`src/rtl/dt_integrator.sv`:
```
// Integrates a scaled Q7.0 derivative stream back into an absolute Q7.0 estimate.
// Optional leak toward the seed value is enabled by defining DT_INTEG_LEAK_EN.
module dt_integrator #(
    parameter int unsigned ACC_W      = 16,
    parameter int unsigned TIMEOUT    = 255,
    parameter int unsigned LEAK_SHIFT = 4
) (
    input  logic       i_clk,
    input  logic       i_rst,
    input  logic       i_init,
    input  logic [7:0] i_T_seed,
    input  logic [7:0] i_dT_in,
    input  logic       i_dt_valid,
    input  logic [2:0] i_k_dt,
    input  logic [7:0] i_t_min,
    input  logic [7:0] i_t_max,
    output logic [7:0] o_T_est,
    output logic       o_t_valid,
    output logic       o_sat,
    output logic       o_stale
);

    typedef enum logic [1:0] {StIdle, StRun, StHold} state_e;

    localparam logic [15:0] TO_C = 16'(TIMEOUT);

    state_e                   r_state, w_state_next;
    logic signed [ACC_W-1:0]  r_acc, w_acc_next;
    logic        [15:0]       r_cnt, w_cnt_next;
    logic        [7:0]        r_T_est, w_T_est_next;
    logic                     r_t_valid, w_t_valid_next;
    logic                     r_sat, w_sat_next;
    logic                     r_stale, w_stale_next;

    logic                     w_accept;
    logic signed [15:0]       w_seed16;
    logic signed [ACC_W-1:0]  w_seed_load;
    logic signed [23:0]       w_dt_ext;
    logic signed [23:0]       w_step;
    logic signed [23:0]       w_sum;
    logic signed [23:0]       w_leaked;
    logic signed [23:0]       w_hi;
    logic signed [23:0]       w_lo;
    logic signed [23:0]       w_upper;
    logic signed [23:0]       w_clamp;
    logic                     w_clip;
    logic        [15:0]       w_cnt_inc;

`ifdef DT_INTEG_LEAK_EN
    logic signed [ACC_W-1:0]  r_seed, w_seed_next;
    logic signed [23:0]       w_diff;
`endif

    assign w_accept    = i_dt_valid & ~i_init & (r_state != StIdle);
    assign w_seed16    = {i_T_seed, 8'h00};
    assign w_seed_load = ACC_W'(w_seed16);
    assign w_dt_ext    = 24'(signed'(i_dT_in));
    assign w_step      = w_dt_ext <<< (5'd8 + 5'(i_k_dt));
    assign w_sum       = 24'(r_acc) + w_step;

`ifdef DT_INTEG_LEAK_EN
    // Pulls the accumulator toward the seed so truncation error cannot drift unbounded.
    assign w_diff      = w_sum - 24'(r_seed);
    assign w_leaked    = w_sum - (w_diff >>> LEAK_SHIFT);
`else
    assign w_leaked    = w_sum;
`endif

    assign w_hi    = {{8{i_t_max[7]}}, i_t_max, 8'h00};
    assign w_lo    = {{8{i_t_min[7]}}, i_t_min, 8'h00};
    // Lower bound applied last so an inverted window pins to t_min.
    assign w_upper = (w_leaked > w_hi) ? w_hi : w_leaked;
    assign w_clamp = (w_upper < w_lo) ? w_lo : w_upper;
    assign w_clip  = (w_clamp != w_leaked);

    assign w_cnt_inc = r_cnt + 16'd1;

    always_comb begin
        w_state_next   = r_state;
        w_acc_next     = r_acc;
        w_cnt_next     = r_cnt;
        w_T_est_next   = r_T_est;
        w_t_valid_next = 1'b0;
        w_sat_next     = r_sat;
        w_stale_next   = r_stale;
`ifdef DT_INTEG_LEAK_EN
        w_seed_next    = r_seed;
`endif
        if (i_init) begin
            w_state_next = StRun;
            w_acc_next   = w_seed_load;
            w_cnt_next   = 16'd0;
            w_T_est_next = i_T_seed;
            w_sat_next   = 1'b0;
            w_stale_next = 1'b0;
`ifdef DT_INTEG_LEAK_EN
            w_seed_next  = w_seed_load;
`endif
        end else if (w_accept) begin
            w_state_next   = StRun;
            w_acc_next     = w_clamp[ACC_W-1:0];
            w_cnt_next     = 16'd0;
            w_T_est_next   = w_clamp[15:8];
            w_t_valid_next = 1'b1;
            w_sat_next     = w_clip;
            w_stale_next   = 1'b0;
        end else if (r_state != StIdle) begin
            if (r_cnt != TO_C) begin
                w_cnt_next = w_cnt_inc;
                if (w_cnt_inc == TO_C) begin
                    w_state_next = StHold;
                    w_stale_next = 1'b1;
                end
            end
        end
    end

    always_ff @(posedge i_clk or posedge i_rst) begin
        if (i_rst) begin
            r_state   <= StIdle;
            r_acc     <= '0;
            r_cnt     <= 16'd0;
            r_T_est   <= 8'd0;
            r_t_valid <= 1'b0;
            r_sat     <= 1'b0;
            r_stale   <= 1'b0;
`ifdef DT_INTEG_LEAK_EN
            r_seed    <= '0;
`endif
        end else begin
            r_state   <= w_state_next;
            r_acc     <= w_acc_next;
            r_cnt     <= w_cnt_next;
            r_T_est   <= w_T_est_next;
            r_t_valid <= w_t_valid_next;
            r_sat     <= w_sat_next;
            r_stale   <= w_stale_next;
`ifdef DT_INTEG_LEAK_EN
            r_seed    <= w_seed_next;
`endif
        end
    end

    assign o_T_est   = r_T_est;
    assign o_t_valid = r_t_valid;
    assign o_sat     = r_sat;
    assign o_stale   = r_stale;

endmodule

```
`config.mk`:
```
export PLATFORM = sky130hd
export DESIGN_NAME = dt_integrator
export DESIGN_NICKNAME = d
export VERILOG_FILES = /design/src/rtl/dt_integrator.sv
export SDC_FILE = /design/constraint.sdc
export NUM_CORES = 1
export LEC_CHECK = 0
export BUFFER_PORTS_ARGS = -buffer_cell sky130_fd_sc_hd__buf_4
export CORE_AREA = 3 3 147 106
export CTS_CLUSTER_SIZE = 25
export DETAILED_ROUTE_END_ITERATION = 8
export DIE_AREA = 0 0 150 109
export GPL_TIMING_DRIVEN = 0
export HOLD_SLACK_MARGIN = 0.12
export PLACE_DENSITY = 0.5
export SLEW_MARGIN = 20
export SYNTH_ARGS = -nofsm -noshare
export SYNTH_HDL_FRONTEND = slang
export SYNTH_SLANG_ARGS = --single-unit
```
`constraint.sdc`:
```
create_clock -name i_clk -period 14.1 [get_ports i_clk]
set_clock_uncertainty 0.1 [all_clocks]
set_input_delay 2.82 -clock i_clk [delete_from_list [all_inputs] [get_ports i_clk]]
set_output_delay 2.82 -clock i_clk [all_outputs]
set_load 0.05 [all_outputs]
```
Yosys cells after proc, flatten, opt, wreduce, memory -nomap -nowiden
Cells that the tools add are included.
W data, S select, Z words.
{"block": "totals", "inputBits": 39, "regBits": 45}
{"block": "op_classes", "shift": 1, "magnitude_cmp": 2, "n_reduce_logical": 7, "n_mux": 24, "bitwise": 3, "eq_ne": 3, "n_addsub": 3}
{"op": "$mux W16", "n": 6}
{"op": "$mux W24", "n": 2}
{"op": "$add A16 B24 Y24", "n": 1}
{"op": "$gt A24 B16 Y1", "n": 1}
{"op": "$lt A24 B16 Y1", "n": 1}
{"op": "$ne A24 B24 Y1", "n": 1}
{"op": "$sshl A8 B5 Y24", "n": 1}
{"op": "$add A16 B1 Y16 const B", "n": 1}
{"op": "$eq A16 B8 Y1 const B", "n": 1}
{"op": "$mux W8", "n": 2}
{"op": "$ne A16 B8 Y1 const B", "n": 1}
{"op": "$mux W2", "n": 5}
{"op": "$mux W1", "n": 9}
{"op": "$reduce_bool A3 Y1", "n": 3}
{"op": "$add A4 B3 Y5 const A", "n": 1}
{"op": "$reduce_bool A2 Y1", "n": 2}
{"op": "$reduce_and A3 Y1", "n": 1}
{"op": "$and A1 B1 Y1", "n": 2}
{"op": "$reduce_and A2 Y1", "n": 1}
{"op": "$not A1 Y1", "n": 1}

Longest topological paths before layout
{"block": "depth", "depth_word": 10, "depth_mapped": 35}

Least setup slack after synthesis
No wires, ideal clock.
{"block": "synth_timing", "kind": "input to register", "from": "in i_k_dt[0]", "to": "reg r_acc[11]", "required_time_ns": 13.875, "t_arrival_ns": 9.022, "cell_stages": 32, "setup_time_ns": 0.125, "setup_slack_ns": 4.853, "cell_sequence": "clkbuf_1 -> mux2_2 -> mux2i_1 -> mux2i_1 -> ha_1 -> a21o_1 -> a2111oi_4 -> a21boi_2 -> nor2_1 -> xor2_1 -> ha_1 -> nand4_1 -> nor3_1 -> a211o_1 -> o31a_1 -> and2_1 -> clkbuf_1 -> buf_2 -> nand2_1 -> nand2_1 -> ha_1 -> a211oi_1 -> o21bai_1 -> a21o_1 -> a21oi_1 -> o211ai_1 -> o21ai_0 -> a21oi_4 -> buf_6 -> mux2i_1 -> o21ai_0 -> mux2_2"}
{"block": "synth_between", "elab_chain_cells": 9}
{"element": "start, declared", "line_no": "14", "text": "input logic [2:0] i_k_dt,"}
{"element": "$add A4 B3 Y5 (*)", "line_no": "58", "text": "assign w_step = w_dt_ext <<< (5'd8 + 5'(i_k_dt));"}
{"element": "$sshl A8 B5 Y24 (*)", "line_no": "58"}
{"element": "$add A16 B24 Y24 (*)", "line_no": "59", "text": "assign w_sum = 24'(r_acc) + w_step;"}
{"element": "$gt A24 B16 Y1", "line_no": "72", "text": "assign w_upper = (w_leaked > w_hi) ? w_hi : w_leaked;"}
{"element": "$mux W24 (*)", "line_no": "72"}
{"element": "$lt A24 B16 Y1", "line_no": "73", "text": "assign w_clamp = (w_upper < w_lo) ? w_lo : w_upper;"}
{"element": "$mux W24 (*)", "line_no": "73"}
{"element": "$mux W16 (*)", "line_no": "99", "text": "end else if (w_accept) begin"}
{"element": "$mux W16 (*)", "line_no": "89", "text": "if (i_init) begin"}
{"element": "end signal, assigned", "line_no": "132", "text": "r_acc <= w_acc_next;"}
{"element": "end, declared", "line_no": "28", "text": "logic signed [ACC_W-1:0] r_acc, w_acc_next;"}
Every way passes the cells marked *; elsewhere a longest branch is shown, timed or not. The select of a mux whose other input is x is not followed.
A chain may end at the register's enable or synchronous reset.

Worst setup path after layout
Ends and elaborated chain as after synthesis.

==> results.toml <==
[logic_synthesis]
synth_seq_cells = 36
synth_area_mm2 = 0.004262
synthArstFlopShare_pct = 100.0
ys.flop_type = "dfrtp_1"
synth_edf_count = 0
syn-num-nets = 624
syn_avg_cell_area_um2 = 7.951
seq_area_frac_synth_pct = 21.14
ys_warn_count = 0
synth_cells = 536
synth.distinct_cells = 64

[power_and_ir_drop]
ir_worst_vdd_v = 0.00006344
pwr_density_cell_mw_per_mm2 = 192.5
power.leakage_nw = 2.314
sw_frac_of_total_pct = 50.93
p_seq_share_pct = 13.2
pwr-share-clk_pct = 13.1
power_frac_comb_pct = 73.7
power.internal_mw = 0.4729
power.total_mw = 0.9636
p_switching_mw = 0.4908

[critical_path]
start_kind = "primary input"
critPathRequiredTime_ns = 14.17
crit_family = "compound AO/OA/AOI/OAI gates"
crit_fanout = 10
rrSetupSlack_ns = 6.55
reg2reg_from = "r_acc[8]"
cp-end-kind = "flip-flop"
cp.buffers_inverters = 5
cp.arrival_ns = 10.73
cp_slowest_cell = "nor4_1"
critPathMaxStageDelay_ns = 0.56
reg2reg_depth = 29
r2r_end = "r_acc[11]"
crit_type = "in2reg"

[final_layout]
filler_cell_count = 1488
fin_nets = 676
synthToLayoutAreaGrowth_pct = 17.44
drive_gt1_share_pct = 14.94
fin_util_pct = 35.61
antenna_cells = 0

[floorplanning]
rows = 36
fp.dieW_um = 150
core_area_mm2 = 0.01405
io_pins = 50
die_area_mm2 = 0.01635
fp.dieH_um = 109
start_util_pct = 30.32

[drt]
route.vias.total = 4047
drc_errors = 0
wl_per_cell_um = 15.73
finalWirelength_mm = 12.25
first_pass_iters = 4
via_per_inst = 5.195
antenna_left = 0
drt_iter0_markers = 318

[clock_tree]
clock_latency_ns = 0.29
cts.path.max_buffers = 2
cts_root_buf = "clkbuf_16"
cts_hold_buf = 0
cts_setup_buffers = 0
cts.sink_count = 36
path_clk_slew_ns = 0.06
cts_buffers = 5
cts_tree = "done"
ctsResizeCount = 0
h-tree-depth = 2

[placement]
place_congestion = 0.8769
portBuffers = 45
place_ws_ns = 3.197
dpl.hpwl_mm = 10.15

[sta]
timing.final.ws_setup_ns = 3.435
holdWs_ns = 0.3835
rsz0062_at_grt = "no"
fmax_ghz = 0.09376
max_slew.worst_pin.slew_ns = 0.7653
setup_tns_ns = 0
hold_viol = 0
setup-violations-final = 0
max-slew-margin-rel_pct = 48.91
finalCriticalPeriod_ns = 10.67
period_share_pct = 75.64
maxSlewViolCount = 0

[status]
outcome = "finished, final reports clean"

[worst_hold_path]
min_from = "r_acc[7]"
min_path_cells = 1
worstHoldEndpoint = "r_acc[7]"
hold_class = "reg2reg"

[run]
drv_cap = 0

[global_routing]
grt_overflow = 0
grtUsageTotal_pct = 15.26
grt_pass1_wl_mm = 20.24
grt_pass1_vias = 3930
grt_max_degree = 37
antenna_found_initial = 0
layout by cell type, fill, tap and decap left out, drive strengths merged, types with 11 or more instances in the layout:
cell type,netlist,layout
buf,14,59
mux2i,20,20
clkbuf,15,20
ha,48,48
dfrtp,36,36
inv,29,29
o21ai,38,38
nor2,46,46
nand3,11,11
nand2,58,58
xnor2,12,12
nand4,13,13
and2,15,15
a21oi,30,30
xor2,22,22
sequential cells by signal, summed over array words and instances, names as in the netlist:
register and flops:
r_acc 16, r_cnt 16, r_state 2, o_sat 1, o_t_valid 1
power groups by stage:
stage	Combinational [mW]	Clock (mW)	Sequential, mW
2_1_floorplan	0.523	0	0.126
3_3_place_gp	0.685	0	0.130
3_5_place_dp	0.699	0	0.129
4_1_cts	0.704	0.131	0.128
5_1_grt	0.786	0.136	0.129
6_report	0.710	0.126	0.127
metal layers:
metal | track usage, % | share of wire, % | vias up
met5 | 0 | 0 | -
met4 | 2.285 | 0.94 | 0
met3 | 2.368 | 6.1 | 9
met2 | 21.33 | 38 | 103
met1 | 24.65 | 55 | 1887
li1 | - | - | 2048
final cells by class:
type / instances / area [um2] / share of cell area [%]
clock inverters: 3 / 42.54 / 0.8500
flip-flops and latches: 36 / 900.9 / 18.00
plain buffers: 29 / 151.4 / 3.025
multi-input cells: 442 / 3100 / 61.95
repair buffers: 45 / 337.8 / 6.750
well taps: 190 / 237.7 / 4.750
clock buffers: 5 / 125.1 / 2.500
inverters: 29 / 108.9 / 2.175
how the worst max path moves through the flow:
stage                         start         to  cells after the start
after global placement    i_k_dt[0]  r_acc[11]                     33
after CTS                 i_k_dt[0]   r_acc[9]                     33
after detailed placement  i_k_dt[0]  r_acc[11]                     33
after global routing      i_k_dt[0]  r_acc[11]                     33
final                     i_k_dt[0]  r_acc[11]                     33
after floorplan           i_k_dt[0]  r_acc[11]                     32
worst register-to-register path, delay by kind of cell, from the launching register on:
| family | cells | cell delay [ns] |
|---|---|---|
| simple gates | 6 | 1.22 |
| buf+inv | 3 | 0.66 |
| mux | 2 | 0.60 |
| xor+xnor | 1 | 0.48 |
| fa+ha+maj | 4 | 1.14 |
| flops | 1 | 0.43 |
| compound gates | 13 | 2.82 |
synth_stat cells (13+ instances only):
| library cell | number | share of area (%) |
|---|---|---|
| ha_1 | 48 | 14 |
| and2_1 | 15 | 2.2 |
| nand4_1 | 13 | 1.9 |
| clkbuf_1 | 15 | 1.3 |
| nand2_1 | 58 | 5.1 |
| a21oi_1 | 29 | 3.4 |
| dfrtp_1 | 36 | 21 |
| inv_1 | 29 | 2.6 |
| nor2_1 | 45 | 4.0 |
| o21ai_0 | 37 | 4.3 |
| mux2i_1 | 20 | 4.7 |
| xor2_1 | 21 | 4.3 |
logic make-up after synthesis:
kind of cell | count (synthesis) | synth area share, %
AOI/OAI and AO/OA | 138 | 21.79
xor gates and xnor gates | 34 | 7.164
adders and majority gates | 49 | 14.56
buffers and inverters | 58 | 6.107
DFF | 36 | 21.14
muxes | 30 | 7.340
and+or+nand+nor | 191 | 21.90
metrics by stage:
stage	instances	instance area (um2)
2_1_floorplan	536	4262
6_report	779	5005
3_3_place_gp	771	4837
4_1_cts	779	5005
5_1_grt	779	5005
3_5_place_dp	771	4837
Note: power is estimated with default switching activity, not from simulation.
